File: src/rtl/muldiv_unit.sv
// Iterative MULT/MULTU/DIV/DIVU sequencer owning HI/LO for the Execute stage.
// Define MULDIV_FAST_MULT_EN for a single-cycle multiplier; divides stay iterative.
module muldiv_unit #(
    parameter int WIDTH = 32
) (
    input  logic             clk,
    input  logic             reset,
    input  logic             startE,
    input  logic [1:0]       opE,
    input  logic [WIDTH-1:0] srcaE,
    input  logic [WIDTH-1:0] srcbE,
    input  logic             hilo_rdE,
    input  logic             hilo_selE,
    input  logic             hilo_wrE,
    input  logic [WIDTH-1:0] hilo_wdataE,
    output logic [WIDTH-1:0] hilo_out,
    output logic             busy,
    output logic             stall_md
);

    localparam int CW = $clog2(WIDTH);

    typedef enum logic [1:0] {IDLE, ITER, FIX} state_t;

    state_t               state, state_n;
    logic [WIDTH-1:0]     hi, lo, ma, mb;
    logic [2*WIDTH-1:0]   acc, step, prod;
    logic [CW-1:0]        count;
    logic                 is_div, neg_q, neg_r, div0;
    logic                 sa, sb, fast_start, ge;
    logic [WIDTH:0]       madd, rsh;
    logic [WIDTH-1:0]     q, r, lo_fix, hi_fix;
    logic [2*WIDTH-1:0]   fast_prod;

    assign sa = ~opE[0] & srcaE[WIDTH-1];
    assign sb = ~opE[0] & srcbE[WIDTH-1];

`ifdef MULDIV_FAST_MULT_EN
    assign fast_start = startE & ~opE[1];
    assign fast_prod  = {{WIDTH{sa}}, srcaE} * {{WIDTH{sb}}, srcbE};
`else
    assign fast_start = 1'b0;
    assign fast_prod  = '0;
`endif

    assign busy     = (state != IDLE);
    assign stall_md = busy & (startE | hilo_rdE | hilo_wrE);
    assign hilo_out = hilo_selE ? hi : lo;

    // multiply: add into the upper half, then shift the whole accumulator right
    assign madd = {1'b0, acc[2*WIDTH-1:WIDTH]} + {1'b0, (mb[0] ? ma : '0)};
    // divide: restoring step, remainder in the upper half, quotient in the lower
    assign rsh  = {acc[2*WIDTH-1:WIDTH], ma[WIDTH-1]};
    assign ge   = (rsh >= {1'b0, mb});

    always_comb begin
        step = '0;
        if (is_div)
            step = {(ge ? rsh[WIDTH-1:0] - mb : rsh[WIDTH-1:0]),
                    acc[WIDTH-2:0], ge};
        else
            step = {madd, acc[WIDTH-1:1]};
    end

    assign prod   = neg_q ? -acc : acc;
    assign q      = acc[WIDTH-1:0];
    assign r      = acc[2*WIDTH-1:WIDTH];
    // a zero divisor leaves the dividend magnitude in the remainder
    assign lo_fix = div0 ? '1 : (neg_q ? -q : q);
    assign hi_fix = neg_r ? -r : r;

    always_ff @(posedge clk) begin
        if (reset)
            state <= IDLE;
        else
            state <= state_n;
    end

    always_comb begin
        state_n = state;
        unique case (state)
            IDLE:    if (startE && !fast_start) state_n = ITER;
            ITER:    if (count == CW'(WIDTH - 1)) state_n = FIX;
            FIX:     state_n = IDLE;
            default: state_n = IDLE;
        endcase
    end

    always_ff @(posedge clk) begin
        if (reset) begin
            hi     <= '0;
            lo     <= '0;
            acc    <= '0;
            ma     <= '0;
            mb     <= '0;
            count  <= '0;
            is_div <= 1'b0;
            neg_q  <= 1'b0;
            neg_r  <= 1'b0;
            div0   <= 1'b0;
        end else begin
            unique case (state)
                IDLE: begin
                    if (fast_start) begin
                        {hi, lo} <= fast_prod;
                    end else if (startE) begin
                        ma     <= sa ? -srcaE : srcaE;
                        mb     <= sb ? -srcbE : srcbE;
                        is_div <= opE[1];
                        neg_q  <= sa ^ sb;
                        neg_r  <= sa;
                        div0   <= (srcbE == '0);
                        acc    <= '0;
                        count  <= '0;
                    end else if (hilo_wrE) begin
                        if (hilo_selE)
                            hi <= hilo_wdataE;
                        else
                            lo <= hilo_wdataE;
                    end
                end
                ITER: begin
                    acc   <= step;
                    count <= count + 1'b1;
                    if (is_div)
                        ma <= ma << 1;
                    else
                        mb <= mb >> 1;
                end
                FIX: begin
                    if (is_div)
                        {hi, lo} <= {hi_fix, lo_fix};
                    else
                        {hi, lo} <= prod;
                end
                default: ;
            endcase
        end
    end

endmodule

File: config.mk
export PLATFORM = sky130hd
export DESIGN_NAME = muldiv_unit
export DESIGN_NICKNAME = d
export VERILOG_FILES = /design/src/rtl/muldiv_unit.sv
export SDC_FILE = /design/constraint.sdc
export NUM_CORES = 1
export LEC_CHECK = 0
export BUFFER_PORTS_ARGS = -buffer_cell sky130_fd_sc_hd__buf_4
export CAP_MARGIN = 20
export CELL_PAD_IN_SITES_DETAIL_PLACEMENT = 1
export CELL_PAD_IN_SITES_GLOBAL_PLACEMENT = 2
export CORE_ASPECT_RATIO = 2
export CORE_UTILIZATION = 38
export CTS_CLUSTER_DIAMETER = 80
export CTS_CLUSTER_SIZE = 8
export DETAILED_ROUTE_END_ITERATION = 6
export HOLD_SLACK_MARGIN = 0.12
export MAX_ROUTING_LAYER = met4
export PLACE_DENSITY_LB_ADDON = 0.1
export SETUP_SLACK_MARGIN = 0.05
export SLEW_MARGIN = 20
export SYNTH_ARGS = -nofsm -noshare
export SYNTH_HDL_FRONTEND = slang
export SYNTH_SLANG_ARGS = --single-unit
export TNS_END_PERCENT = 50
File: constraint.sdc
create_clock -name clk -period 8.39 [get_ports clk]
set_input_delay 0.839 -clock clk [delete_from_list [all_inputs] [get_ports clk]]
set_output_delay 0.839 -clock clk [all_outputs]
set_load 0.02 [all_outputs]
### After elaboration in Yosys (flattened, before gate mapping)

Index checks and enable logic that the tools add are counted.

| operators by class | value |
|---|---|
| add/sub/neg operators | 8 |
| order comparisons | 1 |
| equality and inequality tests | 11 |
| mux-type cells | 33 |
| bitwise gates (word level) | 7 |
| reductions and logical operators | 12 |

Operators with widths:

| cell | number |
|---|---|
| $mux 32 | 20 |
| $pmux 32 s2 | 4 |
| $mux 64 | 3 |
| $neg 32->32 | 4 |
| $pmux 64 s2 | 1 |
| $neg 64->64 | 1 |
| $add 32x32->33 | 1 |
| $ge 33x32->1 | 1 |
| $logic_not 32->1 | 1 |
| $sub 32x32->32 | 1 |
| $ne 2x2->1 const B | 8 |
| $pmux 5 s2 | 1 |
| $reduce_and 4->1 | 2 |
| $reduce_and 2->1 | 3 |
| $reduce_and 3->1 | 2 |
| $reduce_bool 2->1 | 3 |
| $add 5x1->5 const B | 1 |
| $eq 5x5->1 const B | 1 |
| $mux 5 | 1 |
| $mux 2 | 2 |
| $pmux 2 s2 | 1 |
| $and 1x1->1 | 3 |
| $eq 2x1->1 const B | 1 |
| $eq 2x2->1 const B | 1 |
| 4 further kinds | 5 |

| word-level totals | value |
|---|---|
| flip-flop bits (word level) | 203 |
| input port bits | 104 |
| output and inout bits | 34 |

### Logic depth before layout (Yosys ltp)

Gate-level depths: netlist of run 1.

| depth | value |
|---|---|
| depth after elaboration | 5 |
| mapped depth | 15 |
| depth with buffers taken out | 14 |

### Worst setup path after synthesis of run 1

Ideal clock, no wire load.

| timing | value |
|---|---|
| path kind | register to register |
| start | reg mb[0] |
| end | reg acc[62] |
| setup time | 0.117 ns |
| arrival | 2.940 ns |
| path slack | 5.332 ns |
| cell stages (with the launch flop) | 14 |
| cell sequence | dfxtp_1 -> clkbuf_1 -> and2_1 -> ha_1 -> and3_1 -> and2_1 -> a32oi_1 -> o21ai_0 -> a221oi_1 -> o31ai_1 -> o41a_1 -> xnor2_1 -> nand2b_1 -> a32o_1 |

| between the ends | value |
|---|---|
| cells in the longest elaborated chain, start to end | 4 |
| elaborated cells on any way between the ends | 7 |
| those cells by class | 2 x add/sub; 1 x order compare; 4 x mux |

RTL lines:

| what | RTL line | text |
|---|---|---|
| start: declaration | 26 | `logic [WIDTH-1:0] hi, lo, ma, mb;` |
| start signal: assignment | 108 | `mb <= sb ? -srcbE : srcbE;` |
| start signal: assignment | 128 | `mb <= mb >> 1;` |
| $mux 32 (tied with other cells) | 51 | `assign madd = {1'b0, acc[2*WIDTH-1:WIDTH]} + {1'b0, (mb[0] ? ma : '0)};` |
| $add 32x32->33 or $mux 32 (tied branches) | 51, 59 |  |
| $mux 64 (*) | 58 | `if (is_div)` |
| $pmux 64 s2 (*) | 102 | `unique case (state)` |
| end signal: assignment | 123 | `acc <= step;` |
| end: declaration | 27 | `logic [2*WIDTH-1:0] acc, step, prod;` |

Mark *: on every way between the ends. The rest lies on a longest branch, timed or not.
A chain may end at the register's enable or synchronous reset.

### Worst setup path after layout of run 1

| timing | value |
|---|---|
| start | reg mb[0] |
| end | reg acc[63] |

Same word-level chain as after synthesis.

==> results of run 1 <==
[cells by family (layout without fill, tap and decap cells)]
logic type | after synthesis | count (layout) | share of synthesized area, %
buffers and inverters | 206 | 258 | 5.17
and+or+nand+nor | 693 | 693 | 20.3
DFF | 203 | 203 | 26.3
muxes | 77 | 77 | 5.31
AOI/OAI and AO/OA | 660 | 660 | 27.6
xor gates and xnor gates | 165 | 165 | 9.36
adders and majority gates | 73 | 73 | 6.01
other | 0 | 2 | 0
[metrics by stage]
stage / instances / power (mW) / util (%)
floorplan: 2077 / 1.50 / -
global placement: 2629 / 1.73 / 41.9
detailed placement: 2629 / 1.74 / 41.9
CTS: 2659 / 2.79 / 43.7
global route: 2661 / 2.89 / 43.7
finish: 2661 / 2.78 / 43.7
[power groups by stage]
stage / Combinational [mW] / Clock, mW / Sequential (mW)
after floorplan: 0.452 / 0 / 1.05
after global placement: 0.657 / 0 / 1.07
after detailed placement: 0.667 / 0 / 1.07
after CTS: 0.669 / 1.06 / 1.05
after global routing: 0.738 / 1.09 / 1.06
final: 0.675 / 1.05 / 1.05
[cells in the mapped netlist (30+ instances only)]
cell      number  share of area [%]
clkbuf_1     132                3.2
mux2i_1       38                2.5
mux2_2        39                2.8
xnor2_1       95                5.4
xor2_1        70                4.0
dfxtp_1      203                 26
nor2_1       348                8.5
o21ai_0       76                2.5
and2_1        38                1.5
nand2_1      138                3.4
ha_1          71                5.8
inv_1         61                1.5
a211oi_1      85                4.1
nor3_1        30               0.97
a31oi_1       45                1.8
a21oi_1      235                7.6
[registers in the layout (all words and copies together), names as in the netlist]
name and count:
neg_q 1, state 2, ma 32, hi 32, mb 32, neg_r 1, acc 64, is_div 1
lo 32, count 5, div0 1
[per-layer routing]
metal,track usage [%],vias to the layer above,part of all wire (%)
li1,-,7556,-
met1,29.9,7719,33
met2,59.0,504,51
met3,6.18,289,5.1
met4,31.1,0,11
met5,-,-,0
[tightest hold or removal path, cell delays in order (launching register included)]
cell and delay (ns):
dfxtp_1 0.30, nand2_1 0.05, a21oi_1 0.05
[worst min path at each step]
stage | to | from | slack, ns | depth (start not counted)
floorplan | hi[29]$_SDFFE_PP0P_ | hi[29]$_SDFFE_PP0P_ | 0.42 | 2
global placement | lo[0]$_SDFFE_PP0P_ | lo[0]$_SDFFE_PP0P_ | 0.44 | 2
detailed placement | lo[19]$_SDFFE_PP0P_ | lo[19]$_SDFFE_PP0P_ | 0.45 | 2
CTS | lo[22]$_SDFFE_PP0P_ | lo[22]$_SDFFE_PP0P_ | 0.45 | 2
global route | lo[8]$_SDFFE_PP0P_ | lo[8]$_SDFFE_PP0P_ | 0.46 | 2
finish | lo[22]$_SDFFE_PP0P_ | lo[22]$_SDFFE_PP0P_ | 0.45 | 2
[final cells by class]
cell class | count | area share (%)
multi-input cells | 1668 | 60.4
flip-flops and latches | 203 | 23.1
repair buffers | 167 | 7.16
clock buffers | 29 | 4.13
well taps | 530 | 3.77
inverters | 61 | 1.30
clock inverters | 1 | 0.0427
diodes | 2 | 0.0285
==> impl_metrics.json, run 1 <==
{
  "outcome": "finished, violations left",
  "violations": "DRC",
  "rsz0062_at_grt": "no",
  "cp.required_ns": 8.88,
  "drtPass1Iterations": 7,
  "cts_num_sinks": 203,
  "start_util_pct": 38.4,
  "placed_area_um2": 16800,
  "final_common_cell": "nor2_1",
  "max_freq_ghz": 0.206,
  "slew_viol_final": 0,
  "ant_nets": 0,
  "area_growth_pct": 13.8,
  "synth-seq-cells": 203,
  "wl_per_cell_um": 25.2,
  "yosysUniqueCellTypes": 82,
  "setup_viol": 0,
  "synthArstFlopShare_pct": 0,
  "maxCapViolations": 0,
  "hold_viol_final": 0,
  "cp-start-kind": "flop",
  "ioPinCount": 138,
  "regArea_um2": 4070,
  "tns_ns": 0,
  "final_cell_mix": "nor2_1, a21oi_1, dfxtp_1",
  "ir_worst_vdd_v": 0.0000973,
  "p_seq_share_pct": 38.0,
  "htreeDepth": 1,
  "crit_family": "compound AO/OA/AOI/OAI gates",
  "clock_path_buffers": 3,
  "port_buffers": 137,
  "grt_overflow": 0,
  "place.gp.congestion": 0.997,
  "cp_cell_sequence": "and2_1 -> ha_1 -> inv_1 -> fa_1 -> nand2b_1 -> a21oi_1 -> nor3_1 -> o31a_1 -> a21oi_1 -> o21ai_0 -> o21ai_0 -> a21oi_1 -> a2111oi_0 -> o31a_1",
  "finalClockSkew_ns": 0.0229,
  "vias": 16068,
  "cpMostUsedCell": "a21oi_1",
  "stdcell_area_um2": 17600,
  "grt_antenna_before_repair": 2,
  "dieHeight_um": 287,
  "r2r_cells": 14,
  "arrival_ns": 5.34,
  "grt_max_degree": 80,
  "cts_tree": "yes",
  "clk_pin_slew_ns": 0.05,
  "drt_wl_total_um": 66900,
  "p_switching_mw": 0.917,
  "critPathCaptureType": "flop",
  "critPathMaxFanout": 34,
  "syn_nets": 2254,
  "synth_cells": 2077,
  "max_stage_delay_ns": 0.96,
  "period_share_pct": 57.8,
  "rows": 104,
  "worstMarginPinSlew_ns": 1.15,
  "multiInputGateArea_um2": 10600,
  "slowest_stage": "dfxtp_1",
  "grt_pass1_vias": 16736,
  "dr.first_iter.drc_count": 588,
  "relSlewSlack_pct": 22.7,
  "postSynthAreaPerCell_um2": 7.43,
  "finalWorstSetupSlack_ns": 3.54,
  "seq_area_frac_synth_pct": 26.3,
  "clkLatencyLatePin_ns": 0.56,
  "cellLeakagePower_nw": 7.09,
  "cts_resized": 0,
  "power_density_nw_per_um2": 158,
  "r2r-start": "mb[0]$_SDFFE_PP0P_",
  "synth-edff-count": 0,
  "grtUsageTotal_pct": 33.6,
  "die-area_um2": 41500,
  "drive_gt1_share_pct": 12.7,
  "post-cts-setup-buffers": 0,
  "dp_hpwl_um": 50400,
  "core_area_um2": 40200,
  "comb_power_share_pct": 24.3,
  "ff2ff_setup_slack_ns": 3.54,
  "via_per_inst": 6.04,
  "intPower_mw": 1.86,
  "critPathKind": "reg2reg",
  "clockRootBuffer": "clkbuf_16",
  "crit_end": "acc[63]$_SDFFE_PP0P_",
  "sw_frac_of_total_pct": 33.0,
  "final_nets": 2307,
  "cts-buffers-inserted": 29,
  "fill_cells": 4976,
  "die_w_um": 145,
  "layout_min_cycle_time_ns": 4.85,
  "clockPowerShare_pct": 37.7,
  "grt_pass1_wl_um": 101000,
  "min_path_type": "reg2reg",
  "yosysWarnings": 0,
  "drc": 1,
  "cp_num_cells": 14,
  "synthFlopType": "dfxtp_1",
  "hold_buffers": 0,
  "worstReg2RegEnd": "acc[63]$_SDFFE_PP0P_",
  "critPathLaunch": "mb[0]$_SDFFE_PP0P_",
  "place_ws_ns": 3.88,
  "netlist_area_um2": 15400,
  "crit_buf_inv": 1,
  "whs_ns": 0.451
}
Note: power is estimated with default switching activity, not from simulation.
==> inputs of run 2 (changes only) <==
CORE_UTILIZATION = 36   (was 38)
clock period = 4.9 ns   (was 8.39 ns; I/O delays follow)
==> run 2 against run 1 <==
  * The flow now finishes without violations
  * Clock-buffer cell count did not move
  * Critical path depth decreased by 3
  * First-iteration DRC count decreased by 0.34%
  * Non-clock buffer count up 17
  * Utilization down 1.9 points
  * Clock skew is 0.014 ns higher
  * Global-route usage is 2.1 points lower
  * Worst hold slack got worse by 0.27 ns
  * Largest cell class unchanged
  * Final area grew 1.0%
  * Total power up 74%
  * Register-to-register slack got worse by 2.7 ns
  * Setup slack worse by 2.7 ns
==> impl_metrics.json, run 2 (same netlist as run 1, synthesis figures left out) <==
{
  "layout_min_cycle_time_ns": 4.03,
  "area_growth_pct": 14.9,
  "grtUsageTotal_pct": 31.6,
  "max_stage_delay_ns": 0.70,
  "hold_buffers": 0,
  "dp_hpwl_um": 52400,
  "start_util_pct": 36.4,
  "min_path_type": "in2reg",
  "dieHeight_um": 295,
  "outcome": "finished, final reports clean",
  "ant_nets": 0,
  "vias": 15920,
  "final_cell_mix": "nor2_1, a21oi_1, dfxtp_1",
  "largest_register_ffs": 64,
  "clkLatencyLatePin_ns": 0.59,
  "arrival_ns": 4.46,
  "slowest_stage": "a2bb2oi_1",
  "ioPinCount": 138,
  "htreeDepth": 1,
  "clockRootBuffer": "clkbuf_16",
  "relSlewSlack_pct": 26.9,
  "via_per_inst": 5.91,
  "setup_viol": 0,
  "period_share_pct": 82.3,
  "power_density_nw_per_um2": 271,
  "cts_num_sinks": 203,
  "dr.first_iter.drc_count": 586,
  "grt_pass1_vias": 16516,
  "clock_path_buffers": 3,
  "max_freq_ghz": 0.248,
  "core_area_um2": 42400,
  "cp.required_ns": 5.33,
  "grt_pass1_wl_um": 100000,
  "cts_resized": 0,
  "critPathCaptureType": "flop",
  "rsz0062_at_grt": "no",
  "rows": 107,
  "finalClockSkew_ns": 0.0370,
  "cts-buffers-inserted": 29,
  "die_w_um": 148,
  "drtPass1Iterations": 5,
  "final_nets": 2324,
  "drive_gt1_share_pct": 13.4,
  "cp-start-kind": "flop",
  "die-area_um2": 43800,
  "top_register": "acc",
  "grt_antenna_before_repair": 1,
  "post-cts-setup-buffers": 0,
  "final_common_cell": "nor2_1",
  "place.gp.congestion": 0.976,
  "clk_pin_slew_ns": 0.06,
  "critPathMaxFanout": 13,
  "grt_overflow": 0,
  "slew_viol_final": 0,
  "drc": 0,
  "whs_ns": 0.182,
  "worstMarginPinSlew_ns": 1.10,
  "port_buffers": 137,
  "cts_tree": "yes",
  "tns_ns": 0,
  "ir_worst_vdd_v": 0.000207,
  "wl_per_cell_um": 25.1,
  "drt_wl_total_um": 67500,
  "hold_viol_final": 0,
  "cellLeakagePower_nw": 7.19,
  "maxCapViolations": 0,
  "grt_max_degree": 135,
  "cp_cell_sequence": "ha_1 -> a21o_1 -> nand2_1 -> a31oi_2 -> a31oi_1 -> o31a_1 -> o31ai_2 -> nand3_2 -> mux2i_1 -> a2bb2oi_1 -> o31ai_1",
  "critPathKind": "reg2reg"
}
run 2: cell types whose count changed in the layout (fill, tap and decap cells not counted):
cell      delta
o311ai_1     -1
nand2_2      +1
nand2_1      -1
buf_12       +2
a21oi_2      -1
diode_2      -1
a21oi_1      +1
o311ai_0     +1
buf_4       +15
inv_6        +1
run 2: worst paths after layout:
kind	start	end	slack (ns)	cells past startpoint
max	acc[34]$_SDFFE_PP0P_	acc[57]$_SDFFE_PP0P_	0.87	11
min	opE[1]	is_div$_SDFFE_PP0P_	0.18	3
max reg2reg	acc[34]$_SDFFE_PP0P_	acc[57]$_SDFFE_PP0P_	0.87	11
min reg2reg	lo[23]$_SDFFE_PP0P_	lo[23]$_SDFFE_PP0P_	0.45	2
run 2: area by class of cell:
type / instances / area (µm²)
diodes: 1 / 2.50
clock buffers: 29 / 726
clock inverters: 2 / 16.3
fillers: 5239 / 24700
inverters: 61 / 229
multi-input cells: 1668 / 10600
flip-flops and latches: 203 / 4070
well taps: 545 / 682
repair buffers: 184 / 1410
run 2: routing by layer:
layer / GRT usage [%] / up-vias / part of all wire, %
met3: 3.61 / 204 / 3.2
met2: 58.1 / 388 / 53
met1: 28.8 / 7726 / 34
met5: - / - / 0
li1: - / 7602 / -
met4: 25.8 / 0 / 9.1
run 2: per-stage QoR:
stage | instances | total power [mW] | area (µm²) | setup slack, ns | utilization [%]
after global placement | 2660 | 2.98 | 17000 | 1.16 | 40.0
after floorplan | 2077 | 2.58 | 15400 | 1.84 | -
after detailed placement | 2660 | 3.00 | 17000 | 1.05 | 40.0
after global routing | 2693 | 5.01 | 17800 | 0.703 | 41.8
final | 2693 | 4.82 | 17800 | 0.867 | 41.8
after CTS | 2691 | 4.84 | 17700 | 1.03 | 41.8
run 2: worst max-delay path: cells and delay by family (launching register included):
family	cells	cell delay, ns
muxes	1	0.32
DFF	1	0.45
and+or+nand+nor	2	0.40
adders and majority gates	1	0.47
AOI/OAI and AO/OA	7	2.26
run 2: where the power goes:
part	internal [mW]	switching (mW)	leakage, nW
Combinational	0.434	0.747	5.18
Sequential	1.73	0.0719	1.65
Clock	1.03	0.806	0.362
